--- config.mk ---
export PLATFORM = sky130hd
export DESIGN_NAME = mem_lsu_pipe
export DESIGN_NICKNAME = d
export VERILOG_FILES = /design/src/rtl/mem_lsu_pipe.sv
export SDC_FILE = /design/constraint.sdc
export NUM_CORES = 1
export LEC_CHECK = 0
export ABC_AREA = 1
export CORE_MARGIN = 4
export CORE_UTILIZATION = 35
export DETAILED_ROUTE_END_ITERATION = 8
export GPL_TIMING_DRIVEN = 0
export PLACE_DENSITY = 0.78
export SKIP_LAST_GASP = 1
export SYNTH_ARGS = -nofsm -noshare
export SYNTH_HDL_FRONTEND = slang
export SYNTH_SLANG_ARGS = --single-unit
--- constraint.sdc ---
create_clock -name clock -period 2.65 [get_ports clock]
set_input_delay 0.265 -clock clock [delete_from_list [all_inputs] [get_ports clock]]
set_output_delay 0.265 -clock clock [all_outputs]
set_load 0.01 [all_outputs]
--- src/rtl/mem_lsu_pipe.sv ---
// Load/store unit: in-order tracking queue of up to MAX_OUTSTANDING memory ops, store lane
// shaping and load alignment/extension. Issue is combinational; writeback is registered one
// cycle after the response. Backpressure: req_ready drops when the queue is full, on flush,
// or while mem_req_ready is low. Optional misaligned-access trap under LSU_MISALIGN_TRAP_EN.
module mem_lsu_pipe #(
    parameter int DATA_WIDTH      = 64,
    parameter int ADDR_WIDTH      = 64,
    parameter int MAX_OUTSTANDING = 4,
    parameter int TAG_WIDTH       = 5
) (
    input  logic                    clock,
    input  logic                    reset,
    input  logic                    req_valid,
    output logic                    req_ready,
    input  logic                    req_is_load,
    input  logic                    req_is_store,
    input  logic [1:0]              req_size,
    input  logic                    req_unsigned,
    input  logic [ADDR_WIDTH-1:0]   req_addr,
    input  logic [DATA_WIDTH-1:0]   req_wdata,
    input  logic [TAG_WIDTH-1:0]    req_tag,
    input  logic                    flush,
    output logic                    mem_req_valid,
    input  logic                    mem_req_ready,
    output logic                    mem_req_write,
    output logic [ADDR_WIDTH-1:0]   mem_req_index,
    output logic [DATA_WIDTH-1:0]   mem_req_wdata,
    output logic [DATA_WIDTH/8-1:0] mem_req_wmask,
    input  logic                    mem_resp_valid,
    input  logic [DATA_WIDTH-1:0]   mem_resp_rdata,
    output logic                    wb_valid,
    output logic                    wb_is_load,
    output logic [DATA_WIDTH-1:0]   wb_data,
    output logic [TAG_WIDTH-1:0]    wb_tag,
    output logic                    wb_exception,
    output logic                    lsu_busy
);

    localparam int NB   = DATA_WIDTH / 8;
    localparam int OFFW = $clog2(NB);
    localparam int PTRW = $clog2(MAX_OUTSTANDING);
    localparam int CNTW = PTRW + 1;

    typedef struct packed {
        logic                 is_load;
        logic [1:0]           size;
        logic                 uns;
        logic [OFFW-1:0]      off;
        logic [TAG_WIDTH-1:0] tag;
    } entry_t;

    entry_t                     q_mem [MAX_OUTSTANDING];
    logic [MAX_OUTSTANDING-1:0] killed;
    logic [PTRW-1:0]            head;
    logic [PTRW-1:0]            tail;
    logic [CNTW-1:0]            count;

    logic            is_op;
    logic            full;
    logic            empty;
    logic            push;
    logic            pop;
    logic [OFFW-1:0] req_off;
    entry_t          head_e;
    logic [DATA_WIDTH-1:0] load_shifted;
    logic [DATA_WIDTH-1:0] load_ext;
    logic [NB-1:0]         mask_base;
    logic [2*NB-1:0]       mask_wide;

    assign is_op   = req_is_load | req_is_store;
    assign full    = (count == CNTW'(MAX_OUTSTANDING));
    assign empty   = (count == '0);
    assign req_off = req_addr[OFFW-1:0];
    assign pop     = mem_resp_valid & ~empty;
    assign head_e  = q_mem[head];

`ifdef LSU_MISALIGN_TRAP_EN
    logic misalign;
    logic mis_op;
    logic trap_fire;

    always_comb begin
        misalign = 1'b0;
        case (req_size)
            2'd1:    misalign = req_addr[0];
            2'd2:    misalign = |req_addr[1:0];
            2'd3:    misalign = |req_addr[2:0];
            default: misalign = 1'b0;
        endcase
    end

    assign mis_op = is_op & misalign;
    // A trapping op waits for the queue to drain so its exception stays in program order.
    assign req_ready     = ~full & ~flush & (mis_op ? (empty & ~mem_resp_valid) : mem_req_ready);
    assign mem_req_valid = req_valid & is_op & ~full & ~flush & ~misalign;
    assign trap_fire     = req_valid & mis_op & req_ready;
`else
    assign req_ready     = ~full & ~flush & mem_req_ready;
    assign mem_req_valid = req_valid & is_op & ~full & ~flush;
    assign wb_exception  = 1'b0;
`endif

    assign push = mem_req_valid & mem_req_ready;

    always_comb begin
        mask_base = '0;
        case (req_size)
            2'd0:    mask_base = NB'(8'h01);
            2'd1:    mask_base = NB'(8'h03);
            2'd2:    mask_base = NB'(8'h0F);
            default: mask_base = NB'(8'hFF);
        endcase
    end

    // Lanes shifted past the top of the word fall off when truncating back to NB bits.
    assign mask_wide     = {{NB{1'b0}}, mask_base} << req_off;
    assign mem_req_wmask = mask_wide[NB-1:0];
    assign mem_req_wdata = req_wdata << {req_off, 3'b000};
    assign mem_req_index = req_addr >> OFFW;
    assign mem_req_write = req_is_store;

    assign lsu_busy = (~empty & ~((count == CNTW'(1)) & mem_resp_valid))
                    | (req_valid & is_op & ~req_ready);

    function automatic logic [DATA_WIDTH-1:0] extend_load(input logic [DATA_WIDTH-1:0] sh,
                                                          input logic [1:0] sz,
                                                          input logic uns);
        logic [DATA_WIDTH-1:0] res;
        logic                  sgn;
        int                    bits;
        bits = 8 << sz;
        case (sz)
            2'd0:    sgn = sh[7];
            2'd1:    sgn = sh[15];
            2'd2:    sgn = sh[31];
            default: sgn = sh[DATA_WIDTH-1];
        endcase
        sgn = sgn & ~uns;
        res = sh;
        for (int i = 0; i < DATA_WIDTH; i++) begin
            if (i >= bits) res[i] = sgn;
        end
        return res;
    endfunction

    assign load_shifted = mem_resp_rdata >> {head_e.off, 3'b000};
    assign load_ext     = extend_load(load_shifted, head_e.size, head_e.uns);

    always_ff @(posedge clock) begin
        if (push) begin
            q_mem[tail] <= '{is_load: req_is_load, size: req_size, uns: req_unsigned,
                             off: req_off, tag: req_tag};
        end
    end

    always_ff @(posedge clock or posedge reset) begin
        if (reset) begin
            head   <= '0;
            tail   <= '0;
            count  <= '0;
            killed <= '0;
        end else begin
            if (push) tail <= tail + PTRW'(1);
            if (pop)  head <= head + PTRW'(1);
            count <= count + CNTW'(push) - CNTW'(pop);
            // Stale kill bits on free slots are harmless: a push always clears its slot.
            if (flush) killed <= '1;
            if (push)  killed[tail] <= 1'b0;
        end
    end

    always_ff @(posedge clock or posedge reset) begin
        if (reset) begin
            wb_valid   <= 1'b0;
            wb_is_load <= 1'b0;
            wb_data    <= '0;
            wb_tag     <= '0;
        end else begin
            wb_valid <= pop & ~killed[head] & ~flush;
            if (pop) begin
                wb_is_load <= head_e.is_load;
                wb_tag     <= head_e.tag;
                wb_data    <= head_e.is_load ? load_ext : '0;
            end
`ifdef LSU_MISALIGN_TRAP_EN
            if (trap_fire) begin
                wb_valid   <= 1'b1;
                wb_is_load <= req_is_load;
                wb_tag     <= req_tag;
                wb_data    <= DATA_WIDTH'(req_addr);
            end
`endif
        end
    end

`ifdef LSU_MISALIGN_TRAP_EN
    always_ff @(posedge clock or posedge reset) begin
        if (reset) wb_exception <= 1'b0;
        else       wb_exception <= trap_fire;
    end
`endif

endmodule

; ---- After elaboration in Yosys (flattened, before gate mapping)
; Memory sizes are Yosys's and may differ from the RTL's.
; Cells that the tools add are included.
[totals]
register_bits = 82
ram_bits = 48
in_bits = 208
out_inout_bits = 212
mem_count = 1
[classes]
n_addsub = 4
order_cmp = 67
n_eq_ne = 6
shift = 4
mux = 75
bitwise = 24
reduce_logical = 4
[mem_list]
columns = name, depth, word_bits, rd, rd_clocked_by_memory_dff, write_ports, line_no
row1 = q_mem, 4, 12, 1, 0, 1, 52  ; entry_t q_mem [MAX_OUTSTANDING];
[ops]
columns = operator, count
row1 = $ge 7x32->1 const A, 32
row2 = $ge 6x32->1 const A, 16
row3 = $ge 5x32->1 const A, 8
row4 = $ge 4x32->1 const A, 4
row5 = $mux 1, 68
row6 = $ge 3x32->1 const A, 2
row7 = $mux 64, 1
row8 = $shl 64x6->64, 1
row9 = $shr 64x6->64, 1
row10 = $ge 1x32->1 const A, 1
row11 = $ge 2x32->1 const A, 1
row12 = $shl 4x2->32 const A, 1
row13 = $pmux 8 s3, 1
row14 = $and 1x1->1, 13
row15 = $mux 4, 2
row16 = $shl 8x3->8, 1
row17 = $not 1->1, 7
row18 = $lt 2x3->1 const B, 2
row19 = $add 2x1->2 const B, 2
row20 = $and 4x4->4, 1
row21 = $eq 2x1->1 const B, 2
row22 = $eq 2x2->1 const B, 2
row23 = $logic_not 2->1, 2
row24 = $not 4->4, 1
row25 = other kinds (11), 12

; ---- Longest topological paths before layout
; Gate-level depths: netlist of run 1.
[logic_depth]
depth_word = 7
depth_mapped = 17
mapped_depth_nobuf = 14

; ---- Least setup slack after synthesis of run 1
; OpenSTA, ideal clock, no wires.
[synth_timing]
path_kind = register to register
from = reg count[1]
to = reg count[2]
setup_ps = 123
t_arrival_ps = 2107
t_required_ps = 2527
slack_ps = 420
path_stages_with_launch = 10
synth_period_minus_slack_ps = 2230
path_cell_list = dfrtp_1 inv_1 a31oi_1 clkbuf_1 ha_1 inv_1 ha_1 inv_1 fa_1 xnor2_1
[synth_between]
elab_cells_between_ends = 10
classes_between = add/sub (2) / eq/ne (1) / bitwise (6) / reduce/logical (1)
[synth_lines]
columns = item, line_no
row1 = "start, declared", 56  ; logic [CNTW-1:0] count;
row2 = "start signal, assigned", 165  ; count <= count + CNTW'(push) - CNTW'(pop);
row3 = $logic_not 3->1, 72  ; assign empty = (count == '0);
row4 = $not 1->1, 74  ; assign pop = mem_resp_valid & ~empty;
row5 = $and 1x1->1, 74
row6 = named net pop, 62  ; logic pop;
row7 = $sub 3x1->3, 165
; The timed path passes the listed nets, and every way through them passes these cells.
; A chain may end at the register's enable or synchronous reset.

; ---- Worst setup path after layout of run 1
[layout_timing]
from = in req_addr[0]
to = out mem_req_wdata[39]
[layout_between]
elab_chain_cells = 1
[layout_rtl]
columns = item, line_no
row1 = "start, declared", 19  ; input logic [ADDR_WIDTH-1:0] req_addr,
row2 = $shl 64x6->64, 118  ; assign mem_req_wdata = req_wdata << {req_off, 3'b000};
row3 = "end, declared", 27  ; output logic [DATA_WIDTH-1:0] mem_req_wdata,
; Every way passes these cells.

==> metrics.md, run 1 <==
| Metric | Value |
|---|---|
| Status | complete, no violations |
| Clk network pwr share | 16.3% |
| Core Box Area | 26800 sq um |
| Layout Cells excl Fill | 2104 |
| Layout cell share with drive strength beyond 1 | 10.5% |
| Asr flop ratio synth | 63.1% |
| Pre-antenna DRT Iters | 6 |
| Most numerous cell in the Yosys netlist | nand2_1 |
| Top achievable clock speed | 0.389 GHz |
| CTS root buffer | clkbuf_16 |
| Drt wl/cell | 21.1 um |
| Seq pwr share | 20.2% |
| Minimum setup slack in the final design | 0.0767 ns |
| # rows | 60 |
| Synth-to-Final Area Change | 49.3% |
| Switching Share | 50.3% |
| Area share of the largest cell type after synthesis | 21.6% |
| Pint | 6.99 mW |
| Via/cell ratio | 5.32 |
| Total track usage | 28.5% |
| Top post-synthesis cells by area | dfrtp_1 22%, nand2_1 18%, edfxtp_1 15% |
| Antenna-violating nets left | 0 |
| Slew @ Worst Pin | 1.24 ns |
| Syn Inst Count | 1371 |
| RSZ-0062 raised after global routing | true |
| Fill cells | 2541 |
| Commonest cells post-synth | 457 x nand2_1, 123 x nor2_1, 118 x o21ai_0, 110 x nand3_1, 82 x dfrtp_1 |
| Period utilization | 97.1% |
| Placed cells | 2070 |
| Lkg Pwr | 6.47 nW |
| Residual DRC | 0 |
| Place WS | -0.740 ns |
| Seq/Total Area, Yosys | 36.8% |
| CTS tree | done |
| GRT Residual Overflow | 0 |
| Min Clock Period, post-route | 2.57 ns |
| Slew margin rel. | 17.2% |
| Antenna violations before repair | 5 |
| Total length of routed wires | 44400 um |
| Setup Crit Path Kind | primary input to primary output |
| Global-route wire length before repair | 66800 um |
| Final Net Count | 1963 |
| Clk pin slew, worst setup/hold paths | 0.08 ns |
| NetSw | 7.07 mW |
| Die area | 29800 sq um |
| Syn_area_per_cell | 6.93 sq um |
| Hpwl dp | 35200 um |
| Crit start category | primary input |
| Vias in the first global route | 11.3k |
| Final Hold Viols | 0 |
| Yosys cell types | 40 |
| Syn. warnings | 0 |
| IO buf count | 354 |
| Critical path capture point type | primary output |
| DR vias | 11.2k |
| Hold Path Class | primary input to async pin |
| Post-Syn Area | 9500 sq um |
| Min Hold Slack | 0.212 ns |
| Pwr dens | 992 nW/um^2 |
| EDFF count, synth | 48 |
| Initial DRC count | 1065 |
| Peak VDD IR | 0.589 mV |
| Worst clock skew | 0.0141 ns |
| CP arrival | 2.31 ns |
| Die W | 173 um |
| Largest net degree at the start of global routing | 55 |
| TritonCTS Sinks | 130 |
| Total CTS buffers | 17 |
| Post-synthesis register bit count | 130 |
| Post-synth top area cell | dfrtp_1 |
| Crit path max fanout | 10 |
| Main flop type after synthesis | dfrtp_1 |
| CTS hold repair buffers | 0 |
| Clock Path Buffers | 2 |
| CP required | 2.38 ns |
| Final Max Tran Viols | 0 |
| Final GP Congestion | 1.01 |
| IO Pins | 420 |
| Die height | 173 um |
| Max-capacitance violation count | 0 |
| # H-tree levels | 4 |
| Clk_lat worst skew | 0.42 ns |
| Combinational share of power | 63.5% |
| Final-report setup violation count | 0 |
| Initial Utilization | 35.4% |
==> state kept, by name, summed over array words and instances, names as in the netlist <==
| name | flops |
|---|---|
| wb_valid | 1 |
| count | 3 |
| wb_is_load | 1 |
| head | 2 |
| wb_data | 64 |
| killed | 4 |
| wb_tag | 5 |
| tail | 2 |
| q_mem | 48 |
==> per-layer routing <==
| layer | track usage, % | wire length, um | up-vias |
|---|---|---|---|
| met3 | 6.97 | 4160 | 95 |
| met1 | 36.2 | 17700 | 5199 |
| met4 | 9.78 | 1590 | 6 |
| met5 | 0 | 32 | - |
| met2 | 47.9 | 20900 | 683 |
| li1 | - | - | 5214 |
==> timing repair <==
action / 4_1_cts / 5_1_grt
endpoints found under the setup margin: 75 / 97
cloned: 0 / 0
resized for setup: 47 / 17
endpoints found under the hold margin: 0 / 0
buffers inserted: 0 / 0
==> critical path: stages <==
cell             delay, ns
clkdlybuf4s15_2       0.28
buf_6                 0.21
clkbuf_4              0.23
nor2_1                0.21
nand2_2               0.22
o22ai_1               0.29
clkdlybuf4s50_1       0.60
==> cell type report <==
cell class              instances  area [sq um]  area share, %
diodes                          2          5.00         0.0353
well taps                     341           427           3.01
clock inverters                15           146           1.03
clock buffers                  17           425           3.00
repair buffers                355          3570           25.2
inverters                      83           317           2.23
flip-flops and latches        130          3490           24.6
multi-input cells            1002          4750           33.5
plain buffers                 159          1030           7.29
==> power by group through the flow <==
stage / registers, mW / logic [mW] / clock network [mW]
after floorplan: 2.96 / 5.13 / 0
after global placement: 2.86 / 8.65 / 0
after detailed placement: 2.87 / 8.72 / 0
after CTS: 2.83 / 8.78 / 2.32
after global routing: 2.88 / 9.63 / 2.40
final: 2.84 / 8.93 / 2.29
==> kinds of logic after synthesis <==
kind of cell | count (synthesis) | synth area share [%]
AO/OA/AOI/OAI | 250 | 14.7
XOR/XNOR | 5 | 0.461
adder cells (fa/ha/maj) | 7 | 1.00
buffers and inverters | 242 | 13.6
flip-flops | 130 | 36.8
multiplexers | 28 | 2.95
other | 1 | 0.0395
AND/OR/NAND/NOR | 708 | 30.5
==> per-stage QoR <==
step	TNS (ns)	utilization (%)	power (mW)	cell area, sq um
floorplan	0	-	8.09	9510
global placement	-139.42	50.3	11.5	13500
detailed placement	-49.51	50.4	11.6	13500
CTS	0	52.8	13.9	14100
global route	-2.23	52.9	14.9	14200
finish	0	52.9	14.1	14200
==> path summary, 6_finish.rpt <==
check | start | end | slack, ns | depth (start not counted)
worst min register to register | wb_data[58] | wb_data[58] | 0.48 | 2
worst min-delay path | reset | wb_data[15] | 0.21 | 2
worst max register to register | head[0] | wb_data[35] | 0.10 | 13
max in group asynchronous | reset | wb_data[9] | 1.83 | 3
min in group clock | req_addr[1] | q_mem[1][6] | 0.21 | 1
worst max-delay path | req_addr[0] | mem_req_wdata[39] | 0.08 | 7
==> layout by cell type, fill, tap and decap left out, types with 5 or more instances in the layout <==
master           netlist  routed
ha_1                   6       6
edfxtp_1              48      48
inv_1                 77      76
mux2i_1               28      28
buf_2                 18      21
nand3_1              110     110
o211ai_1              27      27
nor2_1               123     121
nand2_2                2       5
nand2_1              457     454
clkbuf_1              47      30
buf_6                 10      11
o22ai_1               12      12
o21ai_1               17      22
clkdlybuf4s50_1        0     346
clkbuf_2               0      13
buf_4                 72      72
o21ai_0              118     112
a21oi_1               45      44
dlygate4sd2_1          0       5
clkbuf_16              0      17
dfrtp_1               82      82
a31oi_1               16      15
o21a_1                 9       9
clkbuf_4               0       8
Note: power is estimated with default switching activity, not from simulation.
==> run 2, diff against run 1 <==
--- a/config.mk
+++ b/config.mk
@@ -6,9 +6,9 @@
 export NUM_CORES = 1
 export LEC_CHECK = 0
 export ABC_AREA = 1
-export CORE_MARGIN = 4
 export CORE_UTILIZATION = 35
 export DETAILED_ROUTE_END_ITERATION = 8
+export GPL_ROUTABILITY_DRIVEN = 1
 export GPL_TIMING_DRIVEN = 0
 export PLACE_DENSITY = 0.78
 export SKIP_LAST_GASP = 1
==> metrics.md, run 2 (synthesis gave the netlist of run 1 again) <==
| Metric | Value |
|---|---|
| Status | complete, no violations (unchanged) |
| RSZ-0062 raised after global routing | false (was true) |
| Hpwl dp | 34100 um (was 35200 um) |
| Initial DRC count | 1199 (was 1065) |
| Drt wl/cell | 20.7 um (was 21.1 um) |
| Layout cell share with drive strength beyond 1 | 10.6% (was 10.5%) |
| Synth-to-Final Area Change | 49.7% (was 49.3%) |
| Pwr dens | 1010 nW/um^2 (was 992 nW/um^2) |
| M2 GR Usage | 53.2% (was 47.9%) |
| Die area | 27800 sq um (was 29800 sq um) |
| R2R Setup Slk | 0.17 ns (was 0.10 ns) |
| Hold Path Class | primary input to flip-flop (was primary input to async pin) |
| Crit path max fanout | 10 (unchanged) |
| Fill cells | 2558 (was 2541) |
| Worst R2R End | wb_data[32] (was wb_data[35]) |
| Post-CTS Setup Bufs | 0 (unchanged) |
| Busiest layer in global routing | met2 (unchanged) |
| R2r worst-path depth | 14 (was 13) |
| Clk pin slew, worst setup/hold paths | 0.06 ns (was 0.08 ns) |
| Lkg Pwr | 6.47 nW (about the same) |
| Crit start category | primary input (unchanged) |
| Slew margin rel. | 45.0% (was 17.2%) |
| Total track usage | 31.0% (was 28.5%) |
| Setup Crit Path Kind | primary input to primary output (unchanged) |
| Final Max Tran Viols | 0 (unchanged) |
| Final Net Count | 1963 (unchanged) |
| CTS hold repair buffers | 0 (unchanged) |
| M3 GR Usage | 6.42% (was 6.97%) |
| TritonCTS Sinks | 130 (unchanged) |
| GRT Residual Overflow | 0 (unchanged) |
| IO buf count | 354 (unchanged) |
| Minimum setup slack in the final design | 0.0628 ns (was 0.0767 ns) |
| Global-route wire length before repair | 65600 um (was 66800 um) |
| Slew @ Worst Pin | 0.825 ns (was 1.24 ns) |
| Die W | 167 um (was 173 um) |
| Antenna violations before repair | 1 (was 5) |
| Residual DRC | 0 (unchanged) |
| Grt met1 use | 38.7% (was 36.2%) |
| CTS root buffer | clkbuf_16 (unchanged) |
| Largest net degree at the start of global routing | 48 (was 55) |
| Total length of routed wires | 43400 um (was 44400 um) |
| CTS tree | done (unchanged) |
| Via/cell ratio | 5.31 (was 5.32) |
| Most frequent cells in the layout | 454 x nand2_1, 350 x clkdlybuf4s50_1, 118 x nor2_1, 112 x o21ai_0, 110 x nand3_1 (was 454 x nand2_1, 346 x clkdlybuf4s50_1, 121 x nor2_1, 112 x o21ai_0, 110 x nand3_1) |
| Largest reg by FF count | wb_data (unchanged) |
| DR vias | 11.1k (was 11.2k) |
| Clock Path Buffers | 2 (unchanged) |
| Pre-antenna DRT Iters | 6 (unchanged) |
| FF-to-FF Start | head[0] (unchanged) |
| Die height | 167 um (was 173 um) |
| Min Clock Period, post-route | 2.59 ns (was 2.57 ns) |
| Final GP Congestion | 1.03 (was 1.01) |
| Worst clock skew | 0.0236 ns (was 0.0141 ns) |
| CP arrival | 2.32 ns (was 2.31 ns) |
| Total CTS buffers | 17 (unchanged) |
| Clk_lat worst skew | 0.44 ns (was 0.42 ns) |
| Post-Layout Inst Area | 14200 sq um (about the same) |
| Cell Area, Placed | 13500 sq um (about the same) |
| Biggest regs | wb_data x64, q_mem x48, wb_tag x5 (unchanged) |
| Place WS | -0.750 ns (was -0.740 ns) |
| Top achievable clock speed | 0.387 GHz (was 0.389 GHz) |
| CP required | 2.38 ns (about the same) |
| Peak VDD IR | 0.630 mV (was 0.589 mV) |
| Initial Utilization | 36.0% (was 35.4%) |
| Critical path capture point type | primary output (unchanged) |
| Final Hold Viols | 0 (unchanged) |
| # H-tree levels | 4 (unchanged) |
| Worst setup path endpoint | mem_req_wdata[63] (was mem_req_wdata[39]) |
| Max-capacitance violation count | 0 (unchanged) |
| Critical Path Start | req_addr[1] (was req_addr[0]) |
| Number of flip-flops under the largest register name | 64 (unchanged) |
| Most common library cell in the layout ignoring fill and taps | nand2_1 (unchanged) |
| Core Box Area | 26400 sq um (was 26800 sq um) |
| Period utilization | 97.6% (was 97.1%) |
| Antenna-violating nets left | 0 (unchanged) |
| TNS Setup | 0 ns (unchanged) |
| Final-report setup violation count | 0 (unchanged) |
| # rows | 59 (was 60) |
| Vias in the first global route | 11.2k (was 11.3k) |
| IO Pins | 420 (unchanged) |
| Total power | 14.3 mW (was 14.1 mW) |
-- run 2: cell count changes in the layout (fill, tap and decap cells not counted), moves of 3 or more --
cell             delta
nor2_2              +3
clkbuf_2            +3
clkbuf_4            -5
clkdlybuf4s50_1     +4
buf_1               +3
nor2_1              -3
-- run 2: worst min-delay path by stage --
stage	from	endpoint	depth (start not counted)
finish	req_addr[0]	q_mem[3][5]	1
global route	req_addr[0]	q_mem[0][5]	1
CTS	reset	wb_data[6]	2
detailed placement	wb_data[42]	wb_data[42]	2
global placement	wb_data[40]	wb_data[40]	2
floorplan	flush	wb_valid	1
-- run 2: report_power, final --
group	internal, mW	switching, mW	total [mW]	leakage (nW)
sequential	2.54	0.289	2.83	1.48
combinational	3.20	5.71	8.91	4.68
clock	1.53	1.02	2.55	0.315
total	7.28	7.02	14.3	6.47
-- run 2: worst max-delay path: stages --
cell	delay [ns]
dlygate4sd2_1	0.30
inv_1	0.15
clkbuf_2	0.25
clkbuf_4	0.27
o21ai_0	0.17
o21ai_1	0.30
clkdlybuf4s50_1	0.62
-- run 2: what timing repair did --
| item | 4_1_cts | 5_1_grt |
|---|---|---|
| gates resized for setup | 38 | 24 |
| setup endpoints to repair | 74 | 100 |
| pin swaps | 0 | 0 |
-- run 2: layer usage --
| metal | share of wire, % | vias up |
|---|---|---|
| li1 | - | 5193 |
| met1 | 40 | 5198 |
| met2 | 48 | 653 |
| met3 | 9.1 | 99 |
| met4 | 3.1 | 0 |
| met5 | 0 | - |
-- run 2: area by class of cell --
| type | count | area (sq um) | share of cell area [%] |
|---|---|---|---|
| antenna | 2 | 5.00 | 0.0352 |
| inverter | 83 | 317 | 2.23 |
| clock buffer | 19 | 475 | 3.34 |
| buffer | 159 | 1020 | 7.21 |
| sequential | 130 | 3490 | 24.6 |
| timing repair buffer | 355 | 3560 | 25.1 |
| clock inverter | 13 | 160 | 1.13 |
| multi-input combinational | 1002 | 4760 | 33.5 |
| tap | 335 | 419 | 2.95 |
-- run 2: metrics by stage --
step / hold slack (ns) / instances / utilization, %
floorplan: 0.338 / 1374 / -
global placement: 0.465 / 2063 / 51.1
detailed placement: 0.464 / 2064 / 51.2
CTS: 0.232 / 2096 / 53.8
global route: 0.195 / 2097 / 53.9
finish: 0.189 / 2098 / 53.9
